`config.mk`:
```
export PLATFORM = sky130hd
export DESIGN_NAME = path_delay_monitor
export DESIGN_NICKNAME = d
export VERILOG_FILES = /design/src/rtl/path_delay_monitor.sv
export SDC_FILE = /design/constraint.sdc
export NUM_CORES = 1
export LEC_CHECK = 0
export ABC_AREA = 1
export BUFFER_PORTS_ARGS = -buffer_cell sky130_fd_sc_hd__clkbuf_2
export CAP_MARGIN = 20
export CELL_PAD_IN_SITES_DETAIL_PLACEMENT = 0
export CELL_PAD_IN_SITES_GLOBAL_PLACEMENT = 1
export CORE_MARGIN = 4
export CORE_UTILIZATION = 43
export CTS_CLUSTER_DIAMETER = 60
export DETAILED_ROUTE_END_ITERATION = 10
export PLACE_DENSITY = 0.91
export SETUP_SLACK_MARGIN = 0.5
export SLEW_MARGIN = 20
export SYNTH_ARGS = -nofsm -noshare
export SYNTH_HDL_FRONTEND = slang
export SYNTH_SLANG_ARGS = --single-unit
```
`constraint.sdc`:
```
create_clock -name clk -period 2.3 [get_ports clk]
set_input_delay 0.23 -clock clk [delete_from_list [all_inputs] [get_ports clk]]
set_output_delay 0.23 -clock clk [all_outputs]
set_load 0.005 [all_outputs]
```
`src/rtl/path_delay_monitor.sv`:
```
// Path delay monitor: launches alternating rise/fall edges on a spy path
// and measures launch-to-capture delay in clk cycles.
//
// Ports:
//   clk, rst_n        - clock and asynchronous active-low reset
//   start             - one-cycle pulse; begins a run when idle
//   path_out          - asynchronous path sink (synchronised by 2 flops)
//   path_in           - registered drive of the path source
//   busy, done        - run in progress / one-cycle completion pulse
//   last_dly, min_dly, max_dly, sum_dly - per-run delay statistics
//   timeout, alarm    - sticky flags for the current run
module path_delay_monitor #(
    parameter int CW         = 8,
    parameter int NTRIALS    = 16,
    parameter int SETTLE_CYC = 4,
    parameter int TIMEOUT    = 200,
    parameter int THRESH     = 10,
    parameter int EXPECT_INV = 1
) (
    input  logic                          clk,
    input  logic                          rst_n,
    input  logic                          start,
    input  logic                          path_out,
    output logic                          path_in,
    output logic                          busy,
    output logic                          done,
    output logic [CW-1:0]                 last_dly,
    output logic [CW-1:0]                 min_dly,
    output logic [CW-1:0]                 max_dly,
    output logic [CW+$clog2(NTRIALS):0]   sum_dly,
    output logic                          timeout,
    output logic                          alarm
);

    localparam int SW = CW + $clog2(NTRIALS) + 1;
    localparam int IW = $clog2(NTRIALS + 1);

    localparam logic [CW-1:0] SETTLE_LAST = CW'(SETTLE_CYC - 1);
    localparam logic [CW-1:0] TMO_L       = CW'(TIMEOUT);
    localparam logic [CW-1:0] THR_L       = CW'(THRESH);
    localparam logic [IW-1:0] NT_L        = IW'(NTRIALS);
    localparam logic          INV_L       = (EXPECT_INV != 0);

    typedef enum logic [2:0] {
        S_IDLE,
        S_SETTLE,
        S_MEASURE,
        S_RECORD,
        S_DONE
    } state_t;

    state_t          state_q, state_d;
    logic [CW-1:0]   cnt_q, cnt_d;
    logic [IW-1:0]   idx_q, idx_d;
    logic            sync1_q, sync1_d;
    logic            sync2_q, sync2_d;
    logic            pin_q, pin_d;
    logic [CW-1:0]   last_q, last_d;
    logic [CW-1:0]   min_q, min_d;
    logic [CW-1:0]   max_q, max_d;
    logic [SW-1:0]   sum_q, sum_d;
    logic            tmo_q, tmo_d;
    logic            alarm_q, alarm_d;
    // Low for the first edge after reset release so a start coincident
    // with the release is not accepted.
    logic            armed_q, armed_d;
    logic            expected;

    always_comb begin
        state_d  = state_q;
        cnt_d    = cnt_q;
        idx_d    = idx_q;
        sync1_d  = path_out;
        sync2_d  = sync1_q;
        pin_d    = pin_q;
        last_d   = last_q;
        min_d    = min_q;
        max_d    = max_q;
        sum_d    = sum_q;
        tmo_d    = tmo_q;
        alarm_d  = alarm_q;
        armed_d  = 1'b1;
        expected = pin_q ^ INV_L;

        unique case (state_q)
            S_IDLE: begin
                if (start && armed_q) begin
                    state_d = S_SETTLE;
                    min_d   = '1;
                    max_d   = '0;
                    sum_d   = '0;
                    tmo_d   = 1'b0;
                    alarm_d = 1'b0;
                    idx_d   = '0;
                    pin_d   = 1'b0;
                    cnt_d   = '0;
                end
            end
            S_SETTLE: begin
                if (cnt_q == SETTLE_LAST) begin
                    pin_d   = ~pin_q;
                    cnt_d   = '0;
                    state_d = S_MEASURE;
                end else begin
                    cnt_d = cnt_q + 1'b1;
                end
            end
            S_MEASURE: begin
                // sync1 is what sync2 becomes at this edge, so a match
                // here ends the trial exactly at edge cnt_d.
                cnt_d = cnt_q + 1'b1;
                if (sync1_q == expected) begin
                    state_d = S_RECORD;
                end else if (cnt_d == TMO_L) begin
                    state_d = S_RECORD;
                    tmo_d   = 1'b1;
                    alarm_d = 1'b1;
                end
            end
            S_RECORD: begin
                last_d = cnt_q;
                if (cnt_q < min_q) begin
                    min_d = cnt_q;
                end
                if (cnt_q > max_q) begin
                    max_d = cnt_q;
                end
                sum_d = sum_q + SW'(cnt_q);
                if (cnt_q > THR_L) begin
                    alarm_d = 1'b1;
                end
                idx_d = idx_q + 1'b1;
                cnt_d = '0;
                if (idx_d == NT_L) begin
                    state_d = S_DONE;
                end else begin
                    state_d = S_SETTLE;
                end
            end
            S_DONE: begin
                state_d = S_IDLE;
            end
            default: begin
                state_d = S_IDLE;
            end
        endcase
    end

    always_ff @(posedge clk or negedge rst_n) begin
        if (!rst_n) begin
            state_q <= S_IDLE;
            cnt_q   <= '0;
            idx_q   <= '0;
            sync1_q <= 1'b0;
            sync2_q <= 1'b0;
            pin_q   <= 1'b0;
            last_q  <= '0;
            min_q   <= '1;
            max_q   <= '0;
            sum_q   <= '0;
            tmo_q   <= 1'b0;
            alarm_q <= 1'b0;
            armed_q <= 1'b0;
        end else begin
            state_q <= state_d;
            cnt_q   <= cnt_d;
            idx_q   <= idx_d;
            sync1_q <= sync1_d;
            sync2_q <= sync2_d;
            pin_q   <= pin_d;
            last_q  <= last_d;
            min_q   <= min_d;
            max_q   <= max_d;
            sum_q   <= sum_d;
            tmo_q   <= tmo_d;
            alarm_q <= alarm_d;
            armed_q <= armed_d;
        end
    end

    assign path_in  = pin_q;
    assign busy     = (state_q == S_SETTLE) || (state_q == S_MEASURE) ||
                      (state_q == S_RECORD);
    assign done     = (state_q == S_DONE);
    assign last_dly = last_q;
    assign min_dly  = min_q;
    assign max_dly  = max_q;
    assign sum_dly  = sum_q;
    assign timeout  = tmo_q;
    assign alarm    = alarm_q;

endmodule

```
==> flow_metrics.env, run 1 <==
export IMPL_crit_arrival_ns=2.05
export IMPL_clk_latency_ns=0.34
export IMPL_die_x_um=98.31
export IMPL_ir_drop_mv=0.5996
export IMPL_crit_path_cell_trace="ha_2 > inv_2 > fa_2 > inv_2 > nand3_2 > nand2_2 > nand2_2 > nand2_4 > nand3_2 > nor2_2 > nand2_1 > nand2_1 > inv_1"
export IMPL_dieArea_um2=9665
export IMPL_cts_tree="yes"
export IMPL_hold_class="in -> async"
export IMPL_tns_ns=0
export IMPL_first_global_vias=2987
export IMPL_rsz0062_at_grt="true"
export IMPL_ctsLongestPathBuffers=2
export IMPL_layout_cells_non_filler=619
export IMPL_post_route_drc_count=0
export IMPL_hpwl_mm=6.371
export IMPL_reg2reg_setup_slack_ns=0.48
export IMPL_crit_required_ns=2.53
export IMPL_antenna_found_initial=0
export IMPL_run_status="finished, final reports clean"
export IMPL_viasPerCell=5.229
export IMPL_cts_made_buffers=9
export IMPL_wirelength_mm=9.197
export IMPL_initial_utilization_pct=44.69
export IMPL_synth_warnings=0
export IMPL_placed_cells=584
export IMPL_fin_crit_sh_pct=79.12
export IMPL_htree_num_levels=3
export IMPL_pin_count=46
export IMPL_finClkSkew_ns=0.006012
export IMPL_reg2reg_depth=13
export IMPL_gp_congestion=0.9426
export IMPL_synth_distinct_cells=40
export IMPL_crit_type="reg -> reg"
export IMPL_core_area_um2=7848
export IMPL_nets=543
export IMPL_synth_cells=442
export IMPL_fill_cells=731
export IMPL_vias=3237
export IMPL_grt_pass1_wl_mm=14.52
export IMPL_grtUsageTotal_pct=18.61
export IMPL_port_buffers=45
export IMPL_setup_viol=0
export IMPL_clockRootBuffer="clkbuf_8"
export IMPL_crit_path_start_kind="flop"
export IMPL_area_growth_syn_to_layout_pct=25.33
export IMPL_drive_above_1_share_pct=28.43
export IMPL_max_clock_freq_mhz=549.5
export IMPL_cpMaxStageDelayCell="fa_2"
export IMPL_n_antenna_cell=0
export IMPL_synth_seq_area_share_pct=41.67
export IMPL_timing_rr_start="cnt_q[0]"
export IMPL_syn_avg_cell_area_um2=7.935
export IMPL_syn_num_nets=473
export IMPL_p_per_area_nw_per_um2=1179
export IMPL_maxCapViolations=0
export IMPL_path_clk_slew_ns=0.06
export IMPL_multiInputGateArea_um2=1959
export IMPL_firstDrtPassIters=5
export IMPL_finalHoldViolCount=0
export IMPL_drv_slew=0
export IMPL_synth_area_um2=3507
export IMPL_first_iter_violations=212
export IMPL_leakage_nw=2.203
export IMPL_routedWlPerCell_um=14.86
export IMPL_cts_sinks=58
export IMPL_grt_ovfl_total=0
export IMPL_cpPeakStageDelay_ns=0.39
export IMPL_grt_max_degree=35
export IMPL_regArea_um2=1471
export IMPL_rr_endpoint="sum_dly[12]"
export IMPL_cp_end_kind="flop"
export IMPL_fp_dieH_um=98.31
export IMPL_crit_fanout=4
export IMPL_num_rows=32
export IMPL_period_needed_ns=1.820
export IMPL_ys_ff_latch=58
export IMPL_ant_nets=0
## Yosys cell counts
cell	number	area share, %
nand2_1	132	14
and3_1	1	0.18
nand4_1	7	1.2
o31ai_1	1	0.21
nor2_1	30	3.2
nand3_1	29	4.1
inv_1	53	5.7
nor2_2	1	0.18
a22o_1	3	0.75
nand3_4	1	0.50
or2_2	1	0.18
a21boi_1	1	0.21
o211a_1	1	0.29
nand3_2	2	0.57
inv_4	1	0.18
nor2_4	2	0.64
nor3_2	1	0.29
ha_1	26	9.3
conb_1	1	0.11
a31oi_1	1	0.18
buf_2	1	0.14
buf_4	2	0.43
o21a_1	11	2.4
nor3_1	3	0.43
xnor2_1	2	0.50
nand2_2	3	0.54
inv_2	3	0.32
clkbuf_1	1	0.11
a32o_1	1	0.29
o21ai_0	22	3.1
buf_6	4	1.3
a21oi_1	20	2.9
o21ai_1	3	0.43
o22ai_1	5	0.89
o211ai_1	1	0.21
xor2_1	3	0.75
dfstp_2	8	6.0
fa_1	1	0.57
dfrtp_1	50	36
nand2_4	3	0.96
## cells in the final DEF, fill, tap and decap left out, drive strengths merged
| cell | count |
|---|---|
| a21boi | 1 |
| a21oi | 20 |
| a22o | 3 |
| a31oi | 1 |
| a32o | 1 |
| and3 | 1 |
| buf | 19 |
| bufinv | 2 |
| clkbuf | 55 |
| clkinv | 4 |
| conb | 1 |
| dfrtp | 50 |
| dfstp | 8 |
| dlygate4sd3 | 2 |
| fa | 1 |
| ha | 26 |
| inv | 57 |
| nand2 | 139 |
| nand3 | 32 |
| nand4 | 7 |
| nor2 | 33 |
| nor3 | 4 |
| o211a | 1 |
| o211ai | 1 |
| o21a | 11 |
| o21ai | 25 |
| o22ai | 5 |
| o31ai | 1 |
| or2 | 1 |
| xnor2 | 2 |
| xor2 | 3 |
## critical path, delay by kind of cell (launching register included)
kind	cells	cell delay, ns
simple gates	8	0.61
fa+ha+maj	2	0.59
flops	1	0.35
buf+inv	3	0.17
## where the power goes
part	internal, mW	switching (mW)	leakage (nW)
sequential	1.41	0.303	0.728
combinational	1.01	1.42	1.36
clock	0.631	0.409	0.116
total	3.05	2.13	2.20
## final cells by class
type                    count  area share [%]
well taps                 102           2.903
inverters                  57           4.981
clock inverters             6           1.822
repair buffers             66           9.109
flip-flops and latches     58           33.48
clock buffers              10           3.131
multi-input cells         320           44.58
## kinds of logic after synthesis
| logic type | after synthesis | share of synthesized area, % |
|---|---|---|
| adders and majority gates | 27 | 9.847 |
| other | 1 | 0.1069 |
| buffers and inverters | 65 | 8.134 |
| AOI/OAI and AO/OA | 70 | 11.81 |
| xor gates and xnor gates | 5 | 1.249 |
| DFF | 58 | 41.67 |
| and+or+nand+nor | 216 | 27.19 |
## state kept, by name, summed over array words and instances (netlist names)
name,flops
armed_q,1
max_dly,8
sum_dly,13
min_dly,8
sync1_q,1
idx_q,5
path_in,1
last_dly,8
alarm,1
cnt_q,8
timeout,1
state_q,3
## per-stage QoR
stage	instance area [um^2]	hold slack [ns]	power [mW]	util, %	setup WS, ns
2_1_floorplan	3512	-0.06559	3.133	-	0.5026
3_3_place_gp	3819	0.2027	3.703	48.66	0.3956
3_5_place_dp	3819	0.2028	3.790	48.66	0.2555
4_1_cts	4148	0.3668	4.957	52.85	0.4763
5_1_grt	4395	0.3895	5.595	56.01	0.3285
6_report	4395	0.3646	5.181	56.01	0.4803
## timing repair
item                                   in CTS  in global routing
pin swaps                                   0                 11
setup endpoints to repair                  21                 30
setup buffers                               8                  8
endpoints found under the hold margin      17                  0
gates resized for setup                     9                 40
hold buffers                                2                  0
gates cloned                                0                  1
## layer usage
layer,global-route usage (%),up-vias,wire (um)
met3,4.857,32,504
met1,23.18,1527,3965
li1,-,1580,-
met4,5.882,0,259
met2,31.51,98,4468
met5,0,-,0
## worst max path at each step
| stage | slack (ns) | startpoint | endpoint |
|---|---|---|---|
| floorplan | 0.50 | cnt_q[0] | sum_dly[12] |
| global placement | 0.40 | cnt_q[1] | sum_dly[12] |
| detailed placement | 0.26 | cnt_q[1] | sum_dly[12] |
| CTS | 0.48 | cnt_q[0] | sum_dly[12] |
| global route | 0.33 | sum_dly[0] | sum_dly[12] |
| finish | 0.48 | cnt_q[0] | sum_dly[12] |
Power figures use the tool's default switching activity.
==> inputs of run 2 (changes only) <==
--- a/config.mk
+++ b/config.mk
@@ -11,10 +11,10 @@
 export CELL_PAD_IN_SITES_DETAIL_PLACEMENT = 0
 export CELL_PAD_IN_SITES_GLOBAL_PLACEMENT = 1
 export CORE_MARGIN = 4
-export CORE_UTILIZATION = 43
+export CORE_UTILIZATION = 39
 export CTS_CLUSTER_DIAMETER = 60
 export DETAILED_ROUTE_END_ITERATION = 10
-export PLACE_DENSITY = 0.91
+export PLACE_DENSITY = 0.88
 export SETUP_SLACK_MARGIN = 0.5
 export SLEW_MARGIN = 20
 export SYNTH_ARGS = -nofsm -noshare
==> constraint.sdc (replaced) <==
create_clock -name clk -period 1.67 [get_ports clk]
set_input_delay 0.167 -clock clk [delete_from_list [all_inputs] [get_ports clk]]
set_output_delay 0.167 -clock clk [all_outputs]
set_load 0.005 [all_outputs]
==> run 2 against run 1 <==
  * The run now ends with negative setup slack left
  * Via count rose by 9.1%
  * Clock power increased by 45%
  * First-iteration DRC count shrank 5.7%
  * Clock skew grew 0.0052 ns
  * Combinational power is 130% higher
  * Worst setup slack worse by 0.54 ns
  * Utilization up 8.3 points
  * Total power increased by 82%
  * Final cell count increased by 10%
  * Cell area is 28% higher
  * Critical path type unchanged
  * Largest power group unchanged
  * Highest routed layer unchanged
==> flow_metrics.env, run 2 (same netlist as run 1, synthesis figures left out) <==
export IMPL_crit_path_start_kind="flop"
export IMPL_run_status="finished with violations"
export IMPL_highest_layer="met4"
export IMPL_clk_latency_ns=0.36
export IMPL_crit_type="reg -> reg"
export IMPL_drive_above_1_share_pct=52.52
export IMPL_pin_count=46
export IMPL_cp_end_kind="flop"
export IMPL_tns_ns=-0.2709
export IMPL_drv_slew=0
export IMPL_crit_arrival_ns=1.98
export IMPL_port_buffers=45
export IMPL_core_area_um2=8721
export IMPL_initial_utilization_pct=40.22
export IMPL_fp_dieH_um=102.8
export IMPL_cts_sinks=58
export IMPL_violations="negative setup slack"
export IMPL_cts_made_buffers=9
export IMPL_gp_congestion=0.9477
export IMPL_rsz0062_at_grt="true"
export IMPL_path_clk_slew_ns=0.07
export IMPL_wirelength_mm=11.39
export IMPL_largest_reg_flops=13
export IMPL_fill_cells=669
export IMPL_leakage_nw=2.655
export IMPL_layout_cells_non_filler=683
export IMPL_maxSlewHeadroom_pct=54.93
export IMPL_mostFrequentLayoutCells="nand2_1 (90), buf_4 (45), dfrtp_1 (39)"
export IMPL_grt_max_degree=27
export IMPL_grt_pass1_wl_mm=16.69
export IMPL_firstDrtPassIters=4
export IMPL_p_per_area_nw_per_um2=1683
export IMPL_num_rows=34
export IMPL_fin_crit_sh_pct=103.6
export IMPL_tightest_slew_ns=0.6760
export IMPL_maxCapViolations=0
export IMPL_crit_required_ns=1.92
export IMPL_hpwl_mm=6.821
export IMPL_grt_ovfl_total=0
export IMPL_dieArea_um2=10570
export IMPL_finClkSkew_ns=0.01125
export IMPL_cts_tree="yes"
export IMPL_routedWlPerCell_um=16.67
export IMPL_dpl_cell_area_um2=4219
export IMPL_nets=601
export IMPL_viasPerCell=5.168
export IMPL_finalHoldViolCount=0
export IMPL_ctsLongestPathBuffers=2
export IMPL_fin_util_pct=64.32
export IMPL_first_global_vias=3492
export IMPL_final_common_cell="nand2_1"
export IMPL_n_antenna_cell=0
export IMPL_clockRootBuffer="clkbuf_8"
export IMPL_ant_nets=0
export IMPL_area_growth_syn_to_layout_pct=59.94
export IMPL_grtUsageTotal_pct=20.38
export IMPL_die_x_um=102.8
export IMPL_design_area_um2=5609
export IMPL_period_needed_ns=1.729
export IMPL_reg2reg_setup_slack_ns=-0.06
export IMPL_wl_met3_um=472
export IMPL_htree_num_levels=3
export IMPL_placed_cells=612
export IMPL_vias=3530
export IMPL_worst_slack_ns=-0.05937
export IMPL_hold_class="in -> reg"
export IMPL_first_iter_violations=200
export IMPL_max_clock_freq_mhz=578.2
export IMPL_ir_drop_mv=0.9530
export IMPL_place_ws_ns=-0.05605
export IMPL_post_route_drc_count=0
export IMPL_crit_fanout=5
export IMPL_wl_met1_mm=4.750
export IMPL_finalPower_mw=9.442
export IMPL_antenna_found_initial=0
export IMPL_setup_viol=16
export IMPL_wl_met2_mm=5.909
export IMPL_whs_ns=0.3080
## run 2: cell type report
cell class	count	area, um^2	area share (%)
Inverter	57	246.5	4.394
Multi-Input combinational cell	320	2481	44.23
Timing Repair Buffer	123	1036	18.47
Timing Repair inverter	1	16.27	0.2900
Clock buffer	11	141.4	2.521
Tap cell	108	135.1	2.409
Clock inverter	5	77.57	1.383
Sequential cell	58	1475	26.30
## run 2: path summary, 6_finish.rpt
check	endpoint	startpoint	depth (start not counted)
max reg2reg	sum_dly[12]	cnt_q[0]	13
min	cnt_q[0]	start	6
max	sum_dly[12]	cnt_q[0]	13
max in group asynchronous	min_dly[5]	rst_n	3
min reg2reg	alarm	alarm	2
min in group asynchronous	cnt_q[7]	rst_n	2
## run 2: what timing repair did
action,CTS,global route
resized for setup,104,90
setup endpoints to repair,68,73
gates cloned,3,0
endpoints found under the hold margin,23,0
hold buffers,2,0
pin swaps,28,41
setup buffers,27,23
## run 2: per-layer routing
metal	GRT usage, %	vias to the layer above
met1	26.56	1714
li1	-	1705
met5	0	-
met2	33.96	86
met4	8.466	0
met3	2.977	25
## run 2: power by group
group / switching [mW] / internal (mW)
Combinational: 2.84 / 2.67
Clock: 0.630 / 0.876
Sequential: 0.476 / 1.95
Total: 3.95 / 5.50
## run 2: worst max-delay path: stages (launching register included)
cell,delay [ns]
dfrtp_2,0.40
ha_4,0.15
inv_2,0.04
fa_2,0.34
inv_2,0.08
nand3_2,0.08
nand2_2,0.09
nand2_2,0.07
nand2_4,0.09
nand3_2,0.07
nor2_1,0.09
nand2_1,0.05
nand2_1,0.06
inv_1,0.03
